<file path="src/rtl/pkt_rx_crc.sv">
// Ingress packet delimiter and CRC-8 checker that feeds a rewindable per-port FIFO.
// Good packets stay in the FIFO; bad or truncated packets are rewound out with fifo_flush.
//
// state   | meaning
// IDLE    | waiting for a header byte (in_sop); non-sop bytes are consumed and dropped
// PAYLOAD | receiving len payload bytes
// CRC     | next byte is the CRC and is compared with the running crc_r
module pkt_rx_crc #(
    parameter int CNT_WIDTH  = 16,
    parameter int DEST_WIDTH = 2
) (
    input  logic                  clk,
    input  logic                  rst,
    input  logic [7:0]            in_data,
    input  logic                  in_valid,
    input  logic                  in_sop,
    output logic                  in_ready,
    output logic [7:0]            fifo_data,
    output logic                  fifo_push,
    output logic                  fifo_pkt_start,
    output logic                  fifo_flush,
    input  logic                  fifo_full,
    output logic                  pkt_done,
    output logic                  pkt_ok,
    output logic [DEST_WIDTH-1:0] pkt_dest,
    output logic [CNT_WIDTH-1:0]  good_cnt,
    output logic [CNT_WIDTH-1:0]  bad_cnt
);

    typedef enum logic [1:0] {
        IDLE    = 2'd0,
        PAYLOAD = 2'd1,
        CRC     = 2'd2
    } state_t;

    localparam logic [CNT_WIDTH-1:0] CNT_ONE = CNT_WIDTH'(1);

    state_t                state, state_nxt;
    logic [7:0]            crc_r, crc_nxt;
    logic [5:0]            cnt, cnt_nxt;
    logic [5:0]            len_r, len_nxt;
    logic [DEST_WIDTH-1:0] dest_r, dest_nxt;
    logic                  accept;
    logic                  finish;
    logic                  finish_ok;

    // Poly 0x07, MSB first, one whole byte per call.
    function automatic logic [7:0] crc8_next(input logic [7:0] crc, input logic [7:0] data);
        logic [7:0] c;
        c = crc ^ data;
        for (int i = 0; i < 8; i++) begin
            c = c[7] ? ({c[6:0], 1'b0} ^ 8'h07) : {c[6:0], 1'b0};
        end
        return c;
    endfunction

    assign fifo_data = in_data;
    assign accept    = in_valid && !fifo_full;

    always_comb begin
        state_nxt      = state;
        crc_nxt        = crc_r;
        cnt_nxt        = cnt;
        len_nxt        = len_r;
        dest_nxt       = dest_r;
        in_ready       = !fifo_full;
        fifo_push      = 1'b0;
        fifo_pkt_start = 1'b0;
        fifo_flush     = 1'b0;
        finish         = 1'b0;
        finish_ok      = 1'b0;

        case (state)
            IDLE: begin
                if (accept && in_sop) begin
                    fifo_push      = 1'b1;
                    fifo_pkt_start = 1'b1;
                    dest_nxt       = in_data[7 -: DEST_WIDTH];
                    len_nxt        = in_data[5:0];
                    crc_nxt        = crc8_next(8'h00, in_data);
                    cnt_nxt        = 6'd0;
                    state_nxt      = (in_data[5:0] != 6'd0) ? PAYLOAD : CRC;
                end
            end
            PAYLOAD, CRC: begin
                if (accept && in_sop) begin
                    // Truncated packet: hold the new header off for one cycle while rewinding.
                    in_ready   = 1'b0;
                    fifo_flush = 1'b1;
                    finish     = 1'b1;
                    state_nxt  = IDLE;
                end else if (accept && state == PAYLOAD) begin
                    fifo_push = 1'b1;
                    crc_nxt   = crc8_next(crc_r, in_data);
                    cnt_nxt   = cnt + 6'd1;
                    if (cnt + 6'd1 == len_r) begin
                        state_nxt = CRC;
                    end
                end else if (accept) begin
                    finish    = 1'b1;
                    state_nxt = IDLE;
                    if (in_data == crc_r) begin
                        fifo_push = 1'b1;
                        finish_ok = 1'b1;
                    end else begin
                        fifo_flush = 1'b1;
                    end
                end
            end
            default: state_nxt = IDLE;
        endcase
    end

    always_ff @(posedge clk) begin
        if (rst) begin
            state  <= IDLE;
            crc_r  <= 8'h00;
            cnt    <= 6'd0;
            len_r  <= 6'd0;
            dest_r <= '0;
        end else begin
            state  <= state_nxt;
            crc_r  <= crc_nxt;
            cnt    <= cnt_nxt;
            len_r  <= len_nxt;
            dest_r <= dest_nxt;
        end
    end

    always_ff @(posedge clk) begin
        if (rst) begin
            pkt_done <= 1'b0;
            pkt_ok   <= 1'b0;
            pkt_dest <= '0;
            good_cnt <= '0;
            bad_cnt  <= '0;
        end else begin
            pkt_done <= finish;
            pkt_ok   <= finish_ok;
            if (finish) begin
                pkt_dest <= dest_r;
            end
            if (finish && finish_ok && good_cnt != '1) begin
                good_cnt <= good_cnt + CNT_ONE;
            end
            if (finish && !finish_ok && bad_cnt != '1) begin
                bad_cnt <= bad_cnt + CNT_ONE;
            end
        end
    end

endmodule

</file>
<file path="config.mk">
export PLATFORM = sky130hd
export DESIGN_NAME = pkt_rx_crc
export DESIGN_NICKNAME = d
export VERILOG_FILES = /design/src/rtl/pkt_rx_crc.sv
export SDC_FILE = /design/constraint.sdc
export NUM_CORES = 1
export LEC_CHECK = 0
export BUFFER_PORTS_ARGS = -buffer_cell sky130_fd_sc_hd__buf_4
export CAP_MARGIN = 20
export CORE_ASPECT_RATIO = 0.5
export CORE_MARGIN = 2
export CORE_UTILIZATION = 31
export CTS_CLUSTER_SIZE = 25
export DETAILED_ROUTE_END_ITERATION = 10
export SLEW_MARGIN = 30
export SYNTH_ARGS = -nofsm -noshare
export SYNTH_HDL_FRONTEND = slang
export SYNTH_SLANG_ARGS = --single-unit
</file>
<file path="constraint.sdc">
create_clock -name clk -period 2.45 [get_ports clk]
set_input_delay 0.49 -clock clk [delete_from_list [all_inputs] [get_ports clk]]
set_output_delay 0.49 -clock clk [all_outputs]
set_load 0.03 [all_outputs]
</file>
==> results of run 1 <==
==> worst max-delay path: stages, from the launching register on <==
cell and delay [ns]:
dfxtp_2 0.34, xnor2_2 0.15, ha_2 0.24, nand3_4 0.11, nor4_4 0.32, buf_4 0.19, nor2_4 0.04, buf_6 0.14
==> report_power, final <==
group / switching, mW / internal (mW) / leakage (nW)
sequential: 0.0266 / 1.00 / 0.487
combinational: 0.322 / 0.255 / 1.18
clock: 0.458 / 0.839 / 0.149
==> Yosys cell counts (2+ instances only) <==
cell type  instances  share of area
a211oi_1           6          0.012
a21o_1             4         0.0083
a21oi_1           43          0.059
a22oi_1            3         0.0062
a31oi_1            3         0.0052
and3_1             5         0.0086
and4_1             2         0.0048
buf_2              3         0.0041
buf_4              8          0.017
clkbuf_1          17          0.018
clkinv_1           2         0.0021
dfxtp_1           60           0.33
ha_1              11          0.038
inv_1             15          0.016
mux2i_1            9          0.025
nand2_1           46          0.048
nand3_1           24          0.033
nand3b_1           3         0.0062
nand4_1           10          0.017
nand4b_1           4         0.0097
nor2_1            35          0.036
nor3_1            10          0.014
nor3b_1            3         0.0062
nor4_1             4         0.0069
nor4b_1            4         0.0097
o2111ai_1          3         0.0072
o211ai_1           2         0.0041
o21a_1             3         0.0062
o21ai_0           22          0.030
o311a_1            2         0.0055
o31ai_1            3         0.0062
or2_2              3         0.0052
or3_1             15          0.026
or4_1              6          0.012
xnor2_1           27          0.065
xnor3_1            3          0.019
xor2_1             8          0.019
xor2_2             2         0.0090
==> flip-flops by register name, indices dropped and copies added, names as in the netlist <==
name / count
pkt_done: 1
pkt_dest: 2
state: 2
len_r: 6
dest_r: 2
crc_r: 8
good_cnt: 16
bad_cnt: 16
pkt_ok: 1
cnt: 6
==> cell families (layout without fill, tap and decap cells) <==
group,after synthesis,after routing,synth area share
AND/OR/NAND/NOR,181,181,0.2638
AO/OA/AOI/OAI,102,102,0.1703
flip-flops,60,60,0.3310
buffers and inverters,47,130,0.06000
XOR/XNOR,40,40,0.1121
adder cells (fa/ha/maj),11,11,0.03793
multiplexers,9,9,0.02483
==> layer usage <==
metal | track usage | up-vias
li1 | - | 1766
met1 | 0.2098 | 1600
met2 | 0.2360 | 85
met3 | 0.04425 | 8
met4 | 0.03945 | 0
met5 | 0 | -
==> what timing repair did <==
item                                   4_1_cts  5_1_grt
buffers inserted                             0        1
pin swaps                                    0        9
endpoints found under the hold margin        0        0
gates cloned                                 0        0
resized for setup                            1       18
setup endpoints to repair                    2        4
==> area by class of cell <==
type / count / area share
Sequential cell: 60 / 0.2518
Inverter: 17 / 0.01331
Multi-Input combinational cell: 343 / 0.4774
Timing Repair Buffer: 97 / 0.1526
Clock inverter: 4 / 0.009914
Clock buffer: 12 / 0.05348
Tap cell: 159 / 0.04148
==> worst paths after layout <==
check | from | end | slack, ns | cells after the start
setup / recovery | crc_r[2] | fifo_flush | 0.09 | 7
hold reg to reg | dest_r[1] | dest_r[1] | 0.45 | 2
setup reg to reg | state[1] | bad_cnt[5] | 0.17 | 7
hold / removal | dest_r[1] | dest_r[1] | 0.45 | 2
==> impl_metrics.tcl, run 1 <==
set metrics [dict create \
    status "completed" \
    required_ns 1.96 \
    grt_use_total 0.1534 \
    clk_latency_ns 0.33 \
    rsz0062_at_grt "true" \
    synth-seq-cells 60 \
    power_density_mw_per_mm2 605.6 \
    grt-ovfl-total 0 \
    wl_met1_mm 4.811 \
    critPathCaptureType "primary output" \
    maxCapViolCount 0 \
    wl_met2_mm 4.115 \
    rows 27 \
    drc 0 \
    finalSetupViolations 0 \
    avgSynthCellArea_um2 8.063 \
    place_inst 675 \
    yosysSeqAreaShare 0.3310 \
    cts_sinks 60 \
    min_path_type "register to register" \
    synthFlopType "dfxtp_1" \
    holdBufCountCts 0 \
    routed_wl_mm 9.458 \
    yosysWarnings 0 \
    area_delta_synth_final_pct 32.17 \
    viasPerCell 4.999 \
    final.fill_count 1124 \
    start_util 0.3245 \
    post_dp_cell_area_mm2 0.004403 \
    routabilityCongestion 0.7753 \
    clockRootBuffer "clkbuf_16" \
    clk_path_buf_depth 2 \
    drt_iter0_drc 269 \
    final_cell_mix "96 x buf_4, 55 x dfxtp_1, 46 x nand2_1" \
    grt_max_degree 40 \
    wl_met3_um 453 \
    clkTransAtPathRegs_ns 0.06 \
    place_ws_ns -0.09768 \
    syn_inst 450 \
    firstDrtPassIters 5 \
    topRoutingLayerUsed "met4" \
    antenna_left 0 \
    crit_fanout 5 \
    ir_drop_v 0.0002625 \
    diodes 0 \
    fin_skew_ns 0.008381 \
    tightest_slew_ns 0.7715 \
    crit_type "register to primary output" \
    seq_area_mm2 0.001207 \
    grt_pass1_wl_mm 15.21 \
    cp_data_arrival_time_ns 1.87 \
    fmaxAchievable_mhz 423.0 \
    mostFrequentLayoutCell "buf_4" \
    htreeDepth 3 \
    hpwl_mm 6.860 \
    drive_gt1_frac 0.2627 \
    antenna_found_initial 0 \
    syn_nets 474 \
    design_area_mm2 0.004796 \
    cts_tree "built" \
    setup_ws_ns 0.08576 \
    io_pins 61 \
    post_drt_wl_per_cell_um 13.67 \
    hold_slack_ns 0.4515 \
    p_leak_nw 1.813 \
    finalSetupTns_ns 0 \
    finalPower_mw 2.905 \
    synth_edf_count 0 \
    route.vias.total 3459 \
    core_mm2 0.01118 \
    finalHoldViolations 0 \
    period_needed_ns 2.364 \
    slew_viol_final 0 \
    critPathLaunchType "register" \
    finalCritPeriodShare 0.9650 \
    max_slew_margin 0.4775 \
    grt_pass1_vias 3101 \
    die_h_um 80.50 \
    final_util 0.4289 \
    die_area_mm2 0.01264 \
    multi_input_area_mm2 0.002290 \
    synthDistinctLibCells 55 \
    layout.cells.non_filler 692 \
    syn-cell-area_mm2 0.003628 \
    cts_buffers 9 \
    fp.dieW_um 157 \
    ys_async_sr_fraction 0 \
    final_net_count 552 \
    portBuffers 60 \
]
No activity file was read; power rests on OpenSTA's default activity.
==> inputs of run 2 (changes only) <==
--- a/config.mk
+++ b/config.mk
@@ -7,12 +7,12 @@
 export LEC_CHECK = 0
 export BUFFER_PORTS_ARGS = -buffer_cell sky130_fd_sc_hd__buf_4
 export CAP_MARGIN = 20
-export CORE_ASPECT_RATIO = 0.5
+export CORE_ASPECT_RATIO = 0.8
 export CORE_MARGIN = 2
-export CORE_UTILIZATION = 31
+export CORE_UTILIZATION = 40
 export CTS_CLUSTER_SIZE = 25
 export DETAILED_ROUTE_END_ITERATION = 10
-export SLEW_MARGIN = 30
+export SLEW_MARGIN = 5
 export SYNTH_ARGS = -nofsm -noshare
 export SYNTH_HDL_FRONTEND = slang
 export SYNTH_SLANG_ARGS = --single-unit
==> run 2 against run 1 <==
Clock skew shrank 0.0017 ns. Count of clock-buffer cells in the layout grew 2. First-iteration DRC count shrank 28%. Wire length shrank 1.5%. Critical path type unchanged. Worst hold slack lost 0.012 ns. Fmax grew 0.68%. Utilization grew 9.4 points. Cell count shrank 7.8%. Critical path depth is the same. Largest power group unchanged. Total power shrank 0.74%. Combinational power shrank 3.8%.
==> impl_metrics.tcl, run 2 (synthesis results as in run 1) <==
set metrics [dict create \
    status "completed" \
    drive_gt1_frac 0.2447 \
    mostFrequentLayoutCell "buf_4" \
    setup_ws_ns 0.1018 \
    finalCritPeriodShare 0.9585 \
    cts_buffers 9 \
    final.fill_count 866 \
    critPathCaptureType "primary output" \
    top_regs "bad_cnt: 16 flops, good_cnt: 16 flops, crc_r: 8 flops" \
    start_util 0.4067 \
    crit_buf_inv 2 \
    rsz0062_at_grt "false" \
    area_delta_synth_final_pct 28.59 \
    tightest_slew_ns 0.6703 \
    place_inst 620 \
    rows 31 \
    post_drt_wl_per_cell_um 14.60 \
    drt_iter0_drc 194 \
    hold_slack_ns 0.4391 \
    antenna_left 0 \
    routed_wl_mm 9.312 \
    clockRootBuffer "clkbuf_16" \
    fmaxAchievable_mhz 425.9 \
    place_ws_ns -0.03961 \
    grt_pass1_vias 3102 \
    die_area_mm2 0.009854 \
    grt_max_degree 48 \
    ir_drop_v 0.0003884 \
    fp.dieW_um 110.5 \
    design_area_mm2 0.004666 \
    max_stage_delay_ns 0.38 \
    cts_tree "built" \
    final_cell_mix "88 x buf_4, 55 x dfxtp_1, 46 x nand2_1" \
    grt-ovfl-total 0 \
    cp_common_cell "buf_4" \
    crit_type "register to primary output" \
    cp_top_family "simple AND/OR/NAND/NOR gates" \
    critPathLaunchType "register" \
    io_pins 61 \
    period_needed_ns 2.348 \
    drc 0 \
    slew_viol_final 0 \
    max_slew_margin 0.5460 \
    finalPower_mw 2.883 \
    crit_fanout 4 \
    min_path_type "primary input to register" \
    clk_latency_ns 0.33 \
    clk_path_buf_depth 2 \
    clkTransAtPathRegs_ns 0.05 \
    final_net_count 543 \
    finalSetupViolations 0 \
    cts_sinks 60 \
    hpwl_mm 6.807 \
    finalSetupTns_ns 0 \
    die_h_um 89.19 \
    fin_skew_ns 0.006651 \
    maxCapViolCount 0 \
    slowest_stage "dfxtp_4" \
    core_mm2 0.008921 \
    crit_chain "xnor2_2, ha_2, nand3_4, nor4_4, buf_4, nor2_1, buf_4" \
    viasPerCell 5.400 \
    route.vias.total 3445 \
    diodes 0 \
    antenna_found_initial 0 \
    final_util 0.5230 \
    grt_pass1_wl_mm 15.07 \
    finalHoldViolations 0 \
    p_leak_nw 1.762 \
    htreeDepth 3 \
    layout.cells.non_filler 638 \
    power_density_mw_per_mm2 618.0 \
    firstDrtPassIters 4 \
    routabilityCongestion 0.8187 \
    required_ns 1.96 \
    portBuffers 60 \
    post_dp_cell_area_mm2 0.004265 \
    cp_data_arrival_time_ns 1.86 \
    grt_use_total 0.1900 \
]
[run 2: cell types whose count changed in the layout (fill, tap and decap cells not counted), moves of 2 or more]
cell / change
xnor2_1: +2
buf_4: -8
dfxtp_4: +2
dfxtp_2: -2
clkinv_2: -2
xnor2_2: -2
[run 2: path summary, 6_finish.rpt]
check	startpoint	endpoint	slack, ns	depth (start not counted)
worst max-delay path	crc_r[7]	fifo_flush	0.10	7
worst max register to register	state[1]	bad_cnt[5]	0.16	7
worst min-delay path	rst	crc_r[4]	0.44	2
worst min register to register	dest_r[0]	dest_r[0]	0.45	2
[run 2: final cells by class]
| class | instances | area, um^2 | share of cell area |
|---|---|---|---|
| inverters | 17 | 63.81 | 0.01368 |
| clock buffers | 14 | 274.0 | 0.05873 |
| clock inverters | 1 | 30.03 | 0.006436 |
| multi-input cells | 343 | 2281 | 0.4889 |
| well taps | 115 | 143.9 | 0.03084 |
| repair buffers | 88 | 660.6 | 0.1416 |
| flip-flops and latches | 60 | 1212 | 0.2599 |
[run 2: report_power, final]
group	internal (mW)	leakage, nW	switching [mW]	total (mW)
registers	1.01	0.487	0.0310	1.04
logic	0.244	1.13	0.311	0.555
clock network	0.865	0.149	0.427	1.29
total	2.11	1.76	0.769	2.88
[run 2: per-layer routing]
layer,up-vias,share of wire,GRT usage
li1,1754,-,-
met1,1616,0.48,0.2537
met2,73,0.46,0.3101
met3,2,0.059,0.05356
met4,0,0.0021,0.04432
met5,-,0,0
[run 2: timing repair]
item,CTS,global route
setup endpoints to repair,2,5
hold buffers,0,0
pin swaps,0,5
resized for setup,3,15
buffers inserted,0,3
==> inputs of run 3 (changes only) <==
--- a/config.mk
+++ b/config.mk
@@ -10,7 +10,8 @@
 export CORE_ASPECT_RATIO = 0.8
 export CORE_MARGIN = 2
 export CORE_UTILIZATION = 40
-export CTS_CLUSTER_SIZE = 25
+export CTS_BUF_LIST = sky130_fd_sc_hd__clkbuf_8 sky130_fd_sc_hd__clkbuf_16
+export CTS_CLUSTER_SIZE = 24
 export DETAILED_ROUTE_END_ITERATION = 10
 export SLEW_MARGIN = 5
 export SYNTH_ARGS = -nofsm -noshare
==> run 3 against run 2 <==
Global-route usage did not move. Non-clock buffer count did not move. Clock skew fell by 0.0013 ns. Combinational power barely moved. Clock power barely moved. Setup slack improved by 0.00098 ns. Count of clock-buffer cells in the layout fell by 2. Sequential share of layout area did not move.
==> impl_metrics.tcl, run 3 (synthesis results as in run 1) <==
set metrics [dict create \
    status "completed" \
    power_density_mw_per_mm2 614.8 \
    fmaxAchievable_mhz 426.0 \
    routed_wl_mm 9.324 \
    min_path_type "primary input to register" \
    final_cell_mix "88 x buf_4, 55 x dfxtp_1, 46 x nand2_1" \
    finalHoldViolations 0 \
    portBuffers 60 \
    die_h_um 89.19 \
    drive_gt1_frac 0.2447 \
    p_leak_nw 1.771 \
    clkTransAtPathRegs_ns 0.05 \
    ir_drop_v 0.0003878 \
    fin_skew_ns 0.005309 \
    slew_viol_final 0 \
    route.vias.total 3434 \
    post_drt_wl_per_cell_um 14.61 \
    holdBufCountCts 0 \
    cts_sinks 60 \
    antenna_left 0 \
    place_ws_ns -0.03961 \
    grt_pass1_wl_mm 15.07 \
    grt-ovfl-total 0 \
    grt_use_total 0.1900 \
    cp_data_arrival_time_ns 1.86 \
    fp.dieW_um 110.5 \
    critPathCaptureType "primary output" \
    diodes 0 \
    io_pins 61 \
    drt_iter0_drc 194 \
    antenna_found_initial 0 \
    start_util 0.4067 \
    cp_top_family "simple AND/OR/NAND/NOR gates" \
    ff2ff_setup_slack_ns 0.16 \
    rr_worst_depth 7 \
    drc 0 \
    rsz0062_at_grt "false" \
    clk_latency_ns 0.32 \
    setup_ws_ns 0.1028 \
    critPathLaunchType "register" \
    routabilityCongestion 0.8187 \
    hpwl_mm 6.807 \
    htreeDepth 3 \
    r2r_start "state[1]" \
    endpoint "fifo_flush" \
    max_stage_delay_ns 0.38 \
    max_slew_margin 0.5475 \
    finalSetupViolations 0 \
    clk_path_buf_depth 2 \
    crit_buf_inv 2 \
    whs_path_depth 2 \
    crit_start "crc_r[7]" \
    firstDrtPassIters 4 \
    cts_tree "built" \
    crit_fanout 4 \
    mostFrequentLayoutCell "buf_4" \
    core_mm2 0.008921 \
    place_inst 620 \
    cts_buffers 9 \
    final_net_count 543 \
    area_delta_synth_final_pct 28.59 \
    crit_type "register to primary output" \
    layout.cells.non_filler 638 \
    die_area_mm2 0.009854 \
    maxCapViolCount 0 \
    finalCritPeriodShare 0.9581 \
    cp_common_cell "buf_4" \
    grt_max_degree 48 \
    worstReg2RegEnd "bad_cnt[5]" \
    crit_chain "xnor2_2, ha_2, nand3_4, nor4_4, buf_4, nor2_1, buf_4" \
    crit_cells 7 \
    required_ns 1.96 \
    grt_pass1_vias 3102 \
    rows 31 \
    top_regs "bad_cnt: 16 flops, good_cnt: 16 flops, crc_r: 8 flops" \
    clockRootBuffer "clkbuf_16" \
    period_needed_ns 2.347 \
    viasPerCell 5.382 \
    slowest_stage "dfxtp_4" \
    tightest_slew_ns 0.6682 \
]
## run 3: changes by cell type in the layout (fill, tap and decap cells not counted), sizes merged
cell / delta
inv: +2
clkbuf: -2
## run 3: final cells by class
type	count	area, um^2
fill	866	4255
clock buffer	12	266.5
timing repair buffer	88	660.6
sequential	60	1212
multi-input combinational	343	2281
clock inverter	3	37.54
inverter	17	63.81
tap	115	143.9
## run 3: through the flow
step,hold WS (ns),cell area [um^2],setup TNS (ns),utilization,power (mW)
final,0.4400,4666,0,0.5230,2.869
after global routing,0.4563,4666,0,0.5230,3.002
after CTS,0.4337,4577,0,0.5130,2.884
after detailed placement,0.4506,4265,-0.1083,0.4781,1.578
after global placement,0.4540,4265,-0.002969,0.4781,1.573
after floorplan,0.4360,3637,-0.01866,-,1.434
## run 3: worst min-delay path by stage
| stage | endpoint | slack (ns) | startpoint |
|---|---|---|---|
| 2_1_floorplan | dest_r[0] | 0.44 | dest_r[0] |
| 6_report | crc_r[4] | 0.44 | rst |
| 3_5_place_dp | dest_r[0] | 0.45 | dest_r[0] |
| 3_3_place_gp | dest_r[1] | 0.45 | dest_r[1] |
| 4_1_cts | crc_r[4] | 0.43 | rst |
| 5_1_grt | good_cnt[11] | 0.46 | rst |
## run 3: report_power, final
group | switching, mW | internal (mW) | total, mW | leakage (nW)
registers | 0.0310 | 1.01 | 1.04 | 0.487
clock network | 0.422 | 0.856 | 1.28 | 0.157
logic | 0.310 | 0.244 | 0.554 | 1.13
## run 3: routing by layer
metal  wire length [um]  track usage
met5                  0            0
met4                 20      0.04432
met3                525      0.05356
met2               4338       0.3101
met1               4441       0.2537
## run 3: what timing repair did
action,in CTS,in global routing
pin swaps,0,5
gates cloned,0,0
gates resized for setup,3,15
endpoints found under the setup margin,2,5
buffers inserted,0,3
